[config.mk]
export PLATFORM = sky130hd
export DESIGN_NAME = aes_core_scheduler
export DESIGN_NICKNAME = d
export VERILOG_FILES = /design/src/rtl/aes_core_scheduler.sv
export SDC_FILE = /design/constraint.sdc
export NUM_CORES = 1
export LEC_CHECK = 0
export ABC_AREA = 1
export CAP_MARGIN = 20
export CORE_AREA = 2 2 259 261
export CTS_BUF_LIST = sky130_fd_sc_hd__clkbuf_4 sky130_fd_sc_hd__clkbuf_8 sky130_fd_sc_hd__clkbuf_16
export DETAILED_ROUTE_END_ITERATION = 10
export DIE_AREA = 0 0 261 263
export PLACE_DENSITY = 0.43
export SLEW_MARGIN = 20
export SYNTH_ARGS = -nofsm -noshare
export SYNTH_HDL_FRONTEND = slang
export SYNTH_SLANG_ARGS = --single-unit
export TNS_END_PERCENT = 10
[constraint.sdc]
create_clock -name i_clk -period 1.7 [get_ports i_clk]
set_input_delay 0.34 -clock i_clk [delete_from_list [all_inputs] [get_ports i_clk]]
set_output_delay 0.34 -clock i_clk [all_outputs]
set_load 0.02 [all_outputs]
[src/rtl/aes_core_scheduler.sv]
// aes_core_scheduler
// Shares one AES encipher core between NUM_REQ requesters. A round-robin
// arbiter picks a request, the FSM launches the core with an init pulse and
// steps the round counter and key index once per cycle. It then waits for done
// or a timeout and returns the tagged result on a valid/ready port.
//
// Handshake rule (request and response ports): a transfer happens on the
// rising edge where valid and ready are both high. The source keeps valid and
// its payload stable until that edge, and ready never depends on the other
// side's ready.
module aes_core_scheduler #(
    parameter int NUM_REQ      = 2,
    parameter int NUM_ROUNDS   = 10,
    parameter int DONE_TIMEOUT = 4,
    localparam int IDW         = (NUM_REQ > 1) ? $clog2(NUM_REQ) : 1
) (
    input  logic                   i_clk,
    input  logic                   i_rst,
    input  logic [NUM_REQ-1:0]     i_req_valid,
    input  logic [NUM_REQ*128-1:0] i_req_plain,
    output logic [NUM_REQ-1:0]     o_req_ready,
    output logic                   o_rsp_valid,
    input  logic                   i_rsp_ready,
    output logic [127:0]           o_rsp_cipher,
    output logic [IDW-1:0]         o_rsp_id,
    output logic                   o_rsp_err,
    output logic                   o_core_init,
    output logic [127:0]           o_core_plain,
    output logic [3:0]             o_core_round,
    output logic [3:0]             o_key_idx,
    input  logic                   i_core_done,
    input  logic [127:0]           i_core_cipher,
    output logic [2:0]             o_dbg_state
);

    localparam int WCW = $clog2(DONE_TIMEOUT + 1);

    typedef enum logic [2:0] {
        S_IDLE = 3'd0,
        S_LOAD = 3'd1,
        S_RUN  = 3'd2,
        S_WAIT = 3'd3,
        S_RESP = 3'd4
    } state_t;

    state_t         state;
    logic [IDW-1:0] rr_ptr;
    logic [IDW-1:0] grant_idx;
    logic [IDW-1:0] cand_idx;
    logic           grant_found;
    logic [3:0]     rnd;
    logic [WCW-1:0] wait_cnt;
    // Set once done has been captured; the following WAIT cycle hands over to RESP.
    logic           captured;

    assign o_dbg_state = state;

    // Round-robin search: first valid requester at or after rr_ptr, wrapping.
    always_comb begin
        grant_found = 1'b0;
        grant_idx   = '0;
        cand_idx    = '0;
        for (int i = 0; i < NUM_REQ; i++) begin
            if (int'(rr_ptr) + i >= NUM_REQ)
                cand_idx = IDW'(int'(rr_ptr) + i - NUM_REQ);
            else
                cand_idx = IDW'(int'(rr_ptr) + i);
            if (!grant_found && i_req_valid[cand_idx]) begin
                grant_found = 1'b1;
                grant_idx   = cand_idx;
            end
        end
    end

    // One-hot accept strobe, only offered while idle.
    always_comb begin
        o_req_ready = '0;
        if (state == S_IDLE && grant_found)
            o_req_ready[grant_idx] = 1'b1;
    end

    // Job sequencer with registered core and response outputs.
    always_ff @(posedge i_clk) begin
        if (i_rst) begin
            state        <= S_IDLE;
            rr_ptr       <= '0;
            rnd          <= '0;
            wait_cnt     <= '0;
            captured     <= 1'b0;
            o_rsp_valid  <= 1'b0;
            o_rsp_cipher <= '0;
            o_rsp_id     <= '0;
            o_rsp_err    <= 1'b0;
            o_core_init  <= 1'b0;
            o_core_plain <= '0;
            o_core_round <= '0;
            o_key_idx    <= '0;
        end else begin
            case (state)
                S_IDLE: begin
                    if (grant_found) begin
                        o_core_plain <= i_req_plain[int'(grant_idx)*128 +: 128];
                        o_rsp_id     <= grant_idx;
                        rr_ptr       <= (int'(grant_idx) == NUM_REQ - 1) ? '0 : grant_idx + IDW'(1);
                        o_core_init  <= 1'b1;
                        o_core_round <= 4'd0;
                        o_key_idx    <= 4'd0;
                        state        <= S_LOAD;
                    end
                end
                S_LOAD: begin
                    o_core_init  <= 1'b0;
                    rnd          <= 4'd1;
                    o_core_round <= 4'd1;
                    o_key_idx    <= 4'd1;
                    state        <= S_RUN;
                end
                S_RUN: begin
                    if (rnd == 4'(NUM_ROUNDS)) begin
                        // Round outputs stay at the last round through WAIT.
                        wait_cnt <= '0;
                        captured <= 1'b0;
                        state    <= S_WAIT;
                    end else begin
                        rnd          <= rnd + 4'd1;
                        o_core_round <= rnd + 4'd1;
                        o_key_idx    <= rnd + 4'd1;
                    end
                end
                S_WAIT: begin
                    if (captured) begin
                        o_rsp_valid  <= 1'b1;
                        o_core_round <= 4'd0;
                        o_key_idx    <= 4'd0;
                        state        <= S_RESP;
                    end else if (i_core_done) begin
                        o_rsp_cipher <= i_core_cipher;
                        o_rsp_err    <= 1'b0;
                        captured     <= 1'b1;
                    end else if (wait_cnt == WCW'(DONE_TIMEOUT - 1)) begin
                        o_rsp_cipher <= '0;
                        o_rsp_err    <= 1'b1;
                        o_rsp_valid  <= 1'b1;
                        o_core_round <= 4'd0;
                        o_key_idx    <= 4'd0;
                        state        <= S_RESP;
                    end else begin
                        wait_cnt <= wait_cnt + WCW'(1);
                    end
                end
                S_RESP: begin
                    if (i_rsp_ready) begin
                        o_rsp_valid  <= 1'b0;
                        o_rsp_cipher <= '0;
                        o_rsp_err    <= 1'b0;
                        state        <= S_IDLE;
                    end
                end
                default: state <= S_IDLE;
            endcase
        end
    end

endmodule

Word-level counts from Yosys, hierarchy flattened --
Index checks and enable logic that the tools add are counted.
Cells by class: $add $sub $neg 6, multiply operators 0, divide/modulo/power cells 0, magnitude comparators 6, eq/ne operators 16, shifts and indexed selects 1, multiplexer cells 52, bitwise gates (word level) 0, reduce and logical (&&, ||, !) cells 19
Operators by type and width (number):
- $mux W128 | 4
- $pmux W128 S2 | 1
- $shiftx A256 B9 Y128 | 1
- $mux W3 | 10
- $mux W1 | 22
- $mux W4 | 5
- $pmux W4 S4 | 1
- $pmux W3 S5 | 1
- $reduce_and A5 Y1 | 3
- $ne A2 B2 Y1 const B | 7
- $eq A3 B2 Y1 const B | 3
- $ne A3 B3 Y1 const B | 3
- $pmux W1 S2 | 4
- $pmux W4 S2 | 1
- $reduce_and A2 Y1 | 4
- $reduce_and A4 Y1 | 2
- $reduce_bool A2 Y1 | 4
- $lt A1 B2 Y1 const B | 3
- $pmux W3 S2 | 1
- $add A4 B1 Y4 const B | 1
- $eq A4 B4 Y1 const B | 1
- $reduce_bool A4 Y1 | 1
- $add A3 B1 Y3 const B | 1
- $eq A3 B1 Y1 const B | 1
- 12 further kinds | 15
Storage, ports and cells: flip-flop bits (word level) 276, bits in latches 0, RAM bits 0, memory bits (read-only) 0, bits of input ports 390, word-level logic and storage cells 112, memories 0

Depth between registers and ports, before layout --
word-level depth 13, gate-level depth with buffers 11, depth with buffers taken out 9

Worst setup path before layout --
Ideal clock, no wire load.
path kind reg-to-reg, from reg state[2] (netlist: o_dbg_state[2]), to reg o_rsp_cipher[63], setup time 0.117 ns, data arrival time 1.517 ns, required time 1.583 ns, path slack 0.066 ns, cell stages (with the launch flop) 10, clock period less this slack 1.634 ns, path through dfxtp_1 inv_2 nor3_4 nand2_1 nand2_2 inv_2 buf_6 buf_6 a21oi_1 nor2_1
On the way: word-level cells in the longest chain between the ends 3, elaborated cells on any way between the ends 8, classes of those cells 5 x eq/ne; 1 x mux; 2 x reduce/logical
RTL lines:
- from (decl) | line 46 | state_t state;
- from (signal assigned) | line 85 | state <= S_IDLE;
- from (signal assigned) | line 108 | state <= S_LOAD;
- from (signal assigned) | line 116 | state <= S_RUN;
- $eq A3 B2 Y1 or $eq A3 B3 Y1 (tied branches) | line 99 | case (state)
- $ne A3 B3 Y1 (no source line) (tied with other cells)
- $reduce_and A4 Y1 (no source line)
- to (signal assigned) | line 137 | o_rsp_cipher <= i_core_cipher;
- to (decl) | line 24 | output logic [127:0] o_rsp_cipher,
Parallel ways exist; a longest one is shown, timed or not. A chain may end at the register's enable or synchronous reset.

Worst setup path in the final report --
from reg state[2] (netlist: o_dbg_state[2]), to out o_req_ready[0]
On the way: word-level cells in the longest chain between the ends 3
RTL lines:
- $logic_not A3 Y1 | line 78 | if (state == S_IDLE && grant_found)
- $logic_and A1 B1 Y1 | line 78
- $mux W2 | line 78
- to (decl) | line 21 | output logic [NUM_REQ-1:0] o_req_ready,
No other way between the ends.

==> results.md <==
* Outcome: finished, violations left
* Failing checks: setup timing
* Clock Tree Buf Depth at 3
* Met2 Use GR at 0.2680
* P per Cell Area at ~1300 nW/um2
* Clock Sinks at 276
* Worst hold endpoint: o_key_idx[3]
* DR DRC count at 0
* Area after DPL at 19,570 um2
* Xor and xnor area share after synthesis at 0
* Final period utilization at 1.071
* Final Cell Area at 21,860 um2
* GR Util met1 at 0.1689
* WP depth at 8
* GR Layer Usage met3 at 0.07423
* FF+latch count, synth at 276
* Post-Syn Nets at 2,091
* DP HPWL at between 40 and 50 mm
* Post-synthesis simple-gate area fraction at 0.2396
* CP Launch Type: flip-flop
* Num ports at between 600 and 700
* Nets at 2,785
* First-pass DRT Iterations at 4
* Wirelength, routed at 61.01 mm
* Hold path depth at 4
* Via count at 13,370
* RSZ-0062 raised after global routing: yes
* Most frequent cells in the layout: 552 x nand2_1, 388 x clkdlybuf4s50_1, 269 x dfxtp_1, 247 x dlygate4sd2_1, 179 x a21oi_1
* Worst reg-to-reg setup slack at -0.05 ns
* CTS buffer count at 38
* Clk pin slew, worst setup/hold paths at 0.06 ns
* Worst Hold Slack at 0.2764 ns
* TritonCTS clock tree: yes
* # rows at 94
* Detailed Route Iter0 Violations at 442
* # H-tree levels at 2
* Port Buffer Count at about 660
* Place WS at -0.5983 ns
* Crit path buf inv count at 4
* Final setup viols at 85
* Leak Pwr at 10.04 nW
* First-pass GRT wire length at 82.61 mm
* Routed wire length per instance at 18.56 um
* Total GRT Usage at 0.1576
* Max-slew violations at 0
* GR peak layer: met2
* Total power at 28.91 mW
* Compound-Gate Fraction of Synth Area at 0.1767
* Clock root buffer master: clkbuf_16
* MaxCap Viol Count at 0
* Sequential fraction of the synthesis area at 0.4681
* WP data required at 1.36 ns
* Max Clock Skew at around 0.023 ns
* Avg Cell Area, Syn at roughly 7 um2
* Die height at roughly 260 um
* Skew-Pair Late Insertion Delay at 0.55 ns
* Worst Tran Pin Value at 0.6313 ns
* Multiplexer share of the synthesized area at 0
* Initial antenna violation count at 15
* Synth Area in Adders at 0.004240
* Initial Utilization at 0.1798
* Path depth of the worst reg2reg path at 11
* Worst slew margin at 0.5792
* Worst-path fanout max at 3
* Hold Vio Cnt, Final at 0
* Warnings from Yosys at 0
* Largest delay contributor family on the critical path: flip-flops
* Max VDD drop at a little over 0.0007 V
* Via density at 4.068
* Synth Cell Area at 11,800 um2
* Beginning of the worst hold path: i_rst
* Largest net degree at the start of global routing at between 100 and 150
* CP max-delay cell: dfxtp_2
* Yosys cell types at 25
* R2r endpoint: o_rsp_cipher[89]
* Arrival @ worst endpoint at around 1.5 ns
* Die width at between 200 and 300 um
* Share of cells above drive strength 1 at 0.1365
* RePlAce Congestion at 0.8029
* Largest family of logic cells by synthesized area: simple AND/OR/NAND/NOR gates
* Final ANT Viol Nets at 0
* Critical path type: reg -> out
* CP max stage delay at 0.32 ns
* Core area at 65,630 um2
* Final setup margin at -0.1211 ns
* CP cell instances: inv_2 > nand2_2 > nor2_4 > nand2_4 > inv_4 > nand2_4 > inv_4 > buf_6
* Cell total after placement at 3,183
* Worst min path class: in -> reg
* Grt ovf at 0
* Vias in the first global route at 13,440
* P&R area growth vs syn at 85.23%
* Setup crit end kind: output pin
* Die footprint at 68,640 um2
* R2R Path Start: o_dbg_state[2]
* Post-synthesis cell count at 1,697
* Most common cell after layout, fill and taps aside: nand2_1
* Final non-filler cell total at 3,287
* Maximum clock frequency at 0.5491 GHz
* Final Critical Period at 1.821 ns
-- stage by stage --
step | setup TNS, ns | util
floorplan | 0 | -
detailed placement | -90.45 | 0.2982
global route | -23.45 | 0.3330
global placement | -93.08 | 0.2982
CTS | -10.98 | 0.3154
finish | -2.270 | 0.3331
-- cell type report --
| class | count | area (um2) |
|---|---|---|
| fill | 7055 | 43770 |
| timing repair buffer | 771 | 7849 |
| sequential | 276 | 5534 |
| multi-input combinational | 1151 | 5465 |
| clock buffer | 51 | 1116 |
| tap | 864 | 1081 |
| inverter | 153 | 593.1 |
| clock inverter | 16 | 211.5 |
| antenna | 5 | 12.51 |
-- layer usage --
layer | vias up | wire [um]
met2 | 471 | 28880
met4 | 20 | 2020
met1 | 6057 | 23220
met3 | 105 | 6753
met5 | - | 132
li1 | 6717 | -
-- worst max path at each step --
| stage | from | endpoint | slack (ns) |
|---|---|---|---|
| 6_report | o_dbg_state[2] | o_req_ready[0] | -0.12 |
| 5_1_grt | o_dbg_state[2] | o_req_ready[0] | -0.23 |
| 4_1_cts | o_dbg_state[1] | o_req_ready[0] | -0.26 |
| 3_5_place_dp | i_req_valid[0] | o_core_plain[73] | -0.60 |
| 3_3_place_gp | i_req_valid[0] | o_req_ready[0] | -0.61 |
| 2_1_floorplan | o_dbg_state[2] | o_rsp_cipher[63] | 0.07 |
-- cells in the mapped netlist, drive strengths merged --
cell type | instances | area (um2)
nand2 | 562 | 2115
dfxtp | 276 | 5525
a21oi | 272 | 1399
nor2 | 161 | 621.9
inv | 153 | 574.3
o21ai | 136 | 680.7
buf | 82 | 608.1
clkbuf | 35 | 131.4
nand3 | 10 | 50.05
ha | 4 | 50.05
nor3 | 2 | 21.27
a31oi | 1 | 6.260
nand3b | 1 | 7.510
nand4 | 1 | 6.260
or2 | 1 | 6.260
-- repair_timing --
| item | CTS | global route |
|---|---|---|
| setup buffers | 3 | 9 |
| endpoints found under the setup margin | 504 | 264 |
| pin swaps | 8 | 48 |
| gates resized for setup | 339 | 177 |
| hold buffers | 0 | 0 |
| gates cloned | 0 | 20 |
-- cells by family after synthesis --
logic type / after synthesis
compound gates: 409
fa+ha+maj: 4
simple gates: 738
flops: 276
buf+inv: 270
-- where the power goes --
group	total, mW	switching, mW	internal (mW)
registers	8.63	0.757	7.87
clock network	8.50	3.28	5.23
logic	11.8	7.04	4.74
total	28.9	11.1	17.8
-- sequential cells by signal, summed over array words and instances, names as in the netlist --
| name | count |
|---|---|
| o_rsp_err | 1 |
| o_key_idx | 4 |
| rr_ptr | 1 |
| o_core_init | 1 |
| o_core_plain | 128 |
| o_rsp_cipher | 128 |
| captured | 1 |
| rnd | 4 |
| o_dbg_state | 3 |
| wait_cnt | 3 |
| o_rsp_id | 1 |
| o_rsp_valid | 1 |
-- worst min-delay path, delay by kind of cell --
kind                   cells  cell delay (ns)
buffers and inverters      2             0.30
AND/OR/NAND/NOR            2             0.15
No activity file was read; power rests on OpenSTA's default activity.
